[config.mk]
export PLATFORM = sky130hd
export DESIGN_NAME = user_event_mux_fifo
export DESIGN_NICKNAME = d
export VERILOG_FILES = /design/src/rtl/user_event_mux_fifo.sv
export SDC_FILE = /design/constraint.sdc
export NUM_CORES = 1
export LEC_CHECK = 0
export ABC_AREA = 1
export ABC_CLOCK_PERIOD_IN_PS = 2020
export CORE_ASPECT_RATIO = 1.1
export CORE_UTILIZATION = 25
export CTS_BUF_LIST = sky130_fd_sc_hd__clkbuf_8
export DETAILED_ROUTE_END_ITERATION = 10
export SYNTH_ARGS = -nofsm -noshare
export SYNTH_HDL_FRONTEND = slang
export SYNTH_SLANG_ARGS = --single-unit
[constraint.sdc]
create_clock -name clk_i -period 2.02 [get_ports clk_i]
set_input_delay 0.404 -clock clk_i [delete_from_list [all_inputs] [get_ports clk_i]]
set_output_delay 0.404 -clock clk_i [all_outputs]
set_load 0.05 [all_outputs]
[src/rtl/user_event_mux_fifo.sv]
// ---------------------------------------------------------------------------
// user_event_pkg / user_event_mux_fifo
//
// Purpose
//   Gathers user events (keyboard, buttons, demo player) from CH_CNT
//   independent valid/ready sources. A round-robin arbiter grants at most
//   one source per cycle. Accepted events go into a DEPTH-entry FIFO whose
//   oldest entry is offered to the game logic. A full FIFO either
//   back-pressures the sources or silently discards events while counting
//   them. A flush empties the FIFO when a new game starts.
//
// Ports
//   clk_i               system clock
//   rst_i               synchronous, active-high reset
//   src_event_i         per-source event, channel i at [i*EV_W +: EV_W]
//   src_valid_i         per-source event valid
//   src_ready_o         per-source accept, one-hot or zero (combinational)
//   flush_i             discard every buffered event
//   user_event_o        head-of-FIFO event, holds its last value when empty
//   user_event_ready_o  FIFO holds at least one event
//   user_event_rd_req_i pop the head event
//   used_words_o        number of events held
//   drop_cnt_o          saturating count of discarded events
// ---------------------------------------------------------------------------
package user_event_pkg;
  typedef enum logic [2:0] {
    EV_NONE     = 3'd0,
    EV_LEFT     = 3'd1,
    EV_RIGHT    = 3'd2,
    EV_ROTATE   = 3'd3,
    EV_DOWN     = 3'd4,
    EV_PAUSE    = 3'd5,
    EV_NEW_GAME = 3'd6
  } user_event_t;
endpackage

module user_event_mux_fifo
  import user_event_pkg::*;
#(
  parameter int CH_CNT       = 2,
  parameter int DEPTH        = 8,
  parameter int EV_W         = $bits(user_event_t),
  parameter int DROP_ON_FULL = 0,
  parameter int DROP_CNT_W   = 8
) (
  input  logic                     clk_i,
  input  logic                     rst_i,
  input  logic [CH_CNT*EV_W-1:0]   src_event_i,
  input  logic [CH_CNT-1:0]        src_valid_i,
  output logic [CH_CNT-1:0]        src_ready_o,
  input  logic                     flush_i,
  output logic [EV_W-1:0]          user_event_o,
  output logic                     user_event_ready_o,
  input  logic                     user_event_rd_req_i,
  output logic [$clog2(DEPTH):0]   used_words_o,
  output logic [DROP_CNT_W-1:0]    drop_cnt_o
);

  localparam int AW = $clog2(DEPTH);
  localparam int CW = AW + 1;
  localparam int GW = (CH_CNT > 1) ? $clog2(CH_CNT) : 1;

  logic [EV_W-1:0]       mem [DEPTH];
  logic [AW-1:0]         wr_ptr;
  logic [AW-1:0]         rd_ptr;
  logic [CW-1:0]         used;
  logic [GW-1:0]         rr_start;
  logic [EV_W-1:0]       head_q;
  logic [DROP_CNT_W-1:0] drop_cnt;

  logic [2*CH_CNT-1:0]   valid_dbl;
  logic [CH_CNT-1:0]     valid_rot;
  logic                  grant_valid;
  logic [GW-1:0]         grant_idx;
  logic [EV_W-1:0]       grant_event;

  logic full;
  logic empty;
  logic accept_en;
  logic xfer;
  logic push;
  logic drop;
  logic pop;

  // Rotate the valid vector so that bit k is the channel k places after the
  // search start; the first set bit of the rotated vector is the winner.
  assign valid_dbl = {src_valid_i, src_valid_i};
  assign valid_rot = CH_CNT'(valid_dbl >> rr_start);

  always_comb begin
    grant_valid = 1'b0;
    grant_idx   = '0;
    for (int k = 0; k < CH_CNT; k++) begin
      if (!grant_valid && valid_rot[k]) begin
        grant_valid = 1'b1;
        grant_idx   = GW'((int'(rr_start) + k) % CH_CNT);
      end
    end
  end

  assign grant_event = src_event_i[grant_idx*EV_W +: EV_W];

  assign full  = (used == CW'(DEPTH));
  assign empty = (used == '0);

  // In back-pressure mode a full FIFO grants nobody, even if the head is
  // popped this cycle; the freed slot becomes usable one cycle later.
  assign accept_en = !rst_i && !flush_i && (!full || (DROP_ON_FULL != 0));
  assign xfer      = accept_en && grant_valid;
  assign push      = xfer && !full;
  assign drop      = xfer && full;
  assign pop       = user_event_rd_req_i && !empty && !flush_i;

  always_comb begin
    src_ready_o = '0;
    if (xfer) begin
      src_ready_o[grant_idx] = 1'b1;
    end
  end

  // Storage array carries no reset; validity is tracked by the pointers.
  always_ff @(posedge clk_i) begin
    if (push) begin
      mem[wr_ptr] <= grant_event;
    end
  end

  // Pointers, fill level, arbitration pointer, drop counter and the
  // registered head. The head register is loaded with the entry that will
  // be oldest after this edge, so it only changes when the head changes and
  // keeps the last popped value once the FIFO runs dry.
  always_ff @(posedge clk_i) begin
    if (rst_i) begin
      wr_ptr   <= '0;
      rd_ptr   <= '0;
      used     <= '0;
      rr_start <= '0;
      head_q   <= '0;
      drop_cnt <= '0;
    end else begin
      if (xfer) begin
        rr_start <= GW'((int'(grant_idx) + 1) % CH_CNT);
      end
      if (drop && (drop_cnt != '1)) begin
        drop_cnt <= drop_cnt + 1'b1;
      end
      if (flush_i) begin
        wr_ptr <= '0;
        rd_ptr <= '0;
        used   <= '0;
      end else begin
        if (push) begin
          wr_ptr <= wr_ptr + 1'b1;
        end
        if (pop) begin
          rd_ptr <= rd_ptr + 1'b1;
        end
        case ({push, pop})
          2'b10:   used <= used + 1'b1;
          2'b01:   used <= used - 1'b1;
          default: used <= used;
        endcase
        if (pop) begin
          if (used > CW'(1)) begin
            head_q <= mem[rd_ptr + 1'b1];
          end else if (push) begin
            head_q <= grant_event;
          end
        end else if (push && empty) begin
          head_q <= grant_event;
        end
      end
    end
  end

  assign user_event_o       = head_q;
  assign user_event_ready_o = !empty;
  assign used_words_o       = used;
  assign drop_cnt_o         = drop_cnt;

endmodule

==> flow_metrics.tcl <==
set metrics [dict create \
    die_h_microns 97.71 \
    holdWs_ns 0.4248 \
    area_growth_pct 34.43 \
    root_buffer "clkbuf_8" \
    finClkSkew_ns 0.002378 \
    r2r_slack_ns 0.29 \
    cp_top_family "buffers and inverters" \
    wl_per_cell_microns 10.94 \
    first_pass_iters 4 \
    seq_area_frac_synth 0.5577 \
    worstReg2RegStart "used_words_o[0]$_SDFFE_PP0P_" \
    required_ns 1.62 \
    portBuffers 29 \
    initial_core_util 0.2603 \
    critPathLaunch "used_words_o[0]$_SDFFE_PP0P_" \
    p_leak_nw 1.069 \
    cp_max_fo 5 \
    antenna_left 0 \
    tightestPinTransition_ns 0.5096 \
    gp_congestion 0.9012 \
    irDropWorstVdd_uv 524.1 \
    dp_hpwl_mm 3.233 \
    period_minus_slack_ns 1.970 \
    netlist_area_sq_mm 0.002082 \
    max_stage_delay_ns 0.79 \
    tns_ns 0 \
    synth.area.top_cells "edfxtp_1 35%, dfxtp_1 21%, nand2_1 9.6%" \
    syn_area_per_cell_sq_um 8.785 \
    cts_made_buffers 5 \
    slew_violations 0 \
    drc 0 \
    grt_overflow_total 0 \
    power.density_mw_per_mm2 672.7 \
    r2r-end "used_words_o[3]$_SDFFE_PP0P_" \
    syn-num-nets 256 \
    grt_pass1_wl_mm 7.238 \
    cp.buffers_inverters 2 \
    h-tree-depth 2 \
    holdBufCountCts 0 \
    timing.critical_path.cells "buf_4, clkdlybuf4s50_1" \
    clock_path_buffers 2 \
    relSlewSlack 0.6592 \
    drt_iter0_drc 59 \
    syn_inst 237 \
    hp-class "reg -> reg" \
    grtUsageTotal 0.1062 \
    drv_cap 0 \
    cp.depth 2 \
    worst_path_max_delay_cell "clkdlybuf4s50_1" \
    yosysTopAreaCellShare 0.3462 \
    worstSetupPathType "reg -> out" \
    cp-start-kind "flop" \
    endpoint "used_words_o[0]" \
    ioPinCount 30 \
    dp_slack_ns -0.1244 \
    clock-sinks 46 \
    grt_start_max_net_pins 15 \
    synth_top_area_cell "edfxtp_1" \
    hold_viol_final 0 \
    core_sq_mm 0.007998 \
    crit_arrival_ns 1.57 \
    antenna_cells 0 \
    tritoncts "yes" \
    wl_mm 4.309 \
    rsz0062_at_grt "no" \
    setup_viol 0 \
    yosysUniqueCellTypes 25 \
    clock_latency_ns 0.29 \
    status "complete, no violations" \
    drive_gt1_frac 0.1678 \
    dieWidth_microns 89.01 \
    worstSetupEndpointType "output port" \
    clk_pin_slew_ns 0.08 \
    grt_pass1_vias 1652 \
    max_freq_mhz 507.7 \
    fin_crit_sh 0.9752 \
    die_area_sq_mm 0.008697 \
    routed-via-count 1653 \
    viasPerCell 4.195 \
    yosysWarnings 0 \
    ys_seq_elements 46 \
    nNetsFinal 304 \
    rows 34 \
    r2r_cells 11 \
    antenna_found_initial 0 \
    fin_ws_ns 0.05019 \
]
[worst min-delay path by stage]
stage | startpoint | endpoint | slack, ns | cells after the start
6_report | drop_cnt_o[6]$_SDFFE_PP0P_ | drop_cnt_o[6]$_SDFFE_PP0P_ | 0.42 | 2
5_1_grt | drop_cnt_o[0]$_SDFFE_PP0P_ | drop_cnt_o[0]$_SDFFE_PP0P_ | 0.45 | 2
4_1_cts | drop_cnt_o[6]$_SDFFE_PP0P_ | drop_cnt_o[6]$_SDFFE_PP0P_ | 0.43 | 2
3_5_place_dp | drop_cnt_o[6]$_SDFFE_PP0P_ | drop_cnt_o[6]$_SDFFE_PP0P_ | 0.41 | 2
3_3_place_gp | drop_cnt_o[6]$_SDFFE_PP0P_ | drop_cnt_o[6]$_SDFFE_PP0P_ | 0.41 | 2
2_1_floorplan | rr_start$_SDFFE_PP0N_ | rr_start$_SDFFE_PP0N_ | 0.44 | 2
[power breakdown]
| part | internal (W) | switching (W) |
|---|---|---|
| clock network | 0.000364 | 0.000295 |
| logic | 0.0000884 | 0.000130 |
| registers | 0.000998 | 0.00000717 |
[kinds of logic (layout without fill, tap and decap cells)]
group | Yosys count | in the layout | share of synthesized area
and+or+nand+nor | 109 | 109 | 0.2284
DFF | 46 | 46 | 0.5577
buffers and inverters | 43 | 92 | 0.08413
AOI/OAI and AO/OA | 31 | 31 | 0.08354
adders and majority gates | 7 | 7 | 0.04207
xor gates and xnor gates | 1 | 1 | 0.004207
[worst register-to-register path, delay by kind of cell, from the launching register on]
family	cells	cell delay, ns
flip-flops	1	0.38
adder cells (fa/ha/maj)	2	0.39
AND/OR/NAND/NOR	3	0.27
buffers and inverters	3	0.24
AO/OA/AOI/OAI	3	0.36
[cell usage after synthesis, drive strengths merged]
library cell / number
nand2: 57
inv: 37
nand3: 27
nor2: 25
edfxtp: 24
dfxtp: 22
a21oi: 15
o21ai: 12
ha: 7
buf: 3
clkinv: 2
o22ai: 2
a211oi: 1
clkbuf: 1
o211ai: 1
xor2: 1
[metal layers]
layer	up-vias	GRT usage	share of wire
met5	-	0	0
met4	0	0.04151	0.010
met3	4	0.02209	0.030
met2	35	0.1905	0.52
met1	757	0.1206	0.44
li1	857	-	-
[metrics by stage]
stage          instance area, sq um  std cells  power (W)    util
6_report                       2799        394   0.001883  0.3500
5_1_grt                        2799        394   0.001960  0.3500
4_1_cts                        2771        392   0.001897  0.3465
3_5_place_dp                   2630        383   0.001236  0.3288
3_3_place_gp                   2630        383   0.001235  0.3288
2_1_floorplan                  2101        237   0.001146       -
[registers in the layout, summed over array words and instances (netlist names)]
signal / flops
user_event_o: 3
rd_ptr: 3
used_words_o: 4
wr_ptr: 3
mem: 24
rr_start: 1
drop_cnt_o: 8
[placed cells by master (no fill, tap or decap), types with 2 or more instances in the layout]
cell type / count
dfxtp_1: 20
nand2_1: 53
nand2_2: 2
edfxtp_1: 24
inv_1: 32
o21ai_1: 2
inv_2: 6
dlygate4sd2_1: 3
dfxtp_4: 2
nand3_1: 25
a21oi_1: 13
buf_12: 3
a21oi_4: 2
clkdlybuf4s50_1: 22
nor2_4: 2
nor2_1: 21
o22ai_1: 2
ha_1: 6
nand2_4: 2
clkbuf_8: 5
o21ai_0: 10
buf_4: 16
nor2_2: 2
[what timing repair did]
action,4_1_cts,5_1_grt
gates cloned,0,0
endpoints found under the setup margin,2,2
gates resized for setup,10,4
hold endpoints to repair,0,0
buffers inserted,1,2
pin swaps,2,1
[cell type report]
cell class,count,area [sq um]
timing repair buffer,45,439.2
tap,108,135.1
fill,841,5199
inverter,39,151.4
clock inverter,3,41.29
clock buffer,5,68.82
multi-input combinational,148,794.5
sequential,46,1169
(Power assumes the default switching activity.)
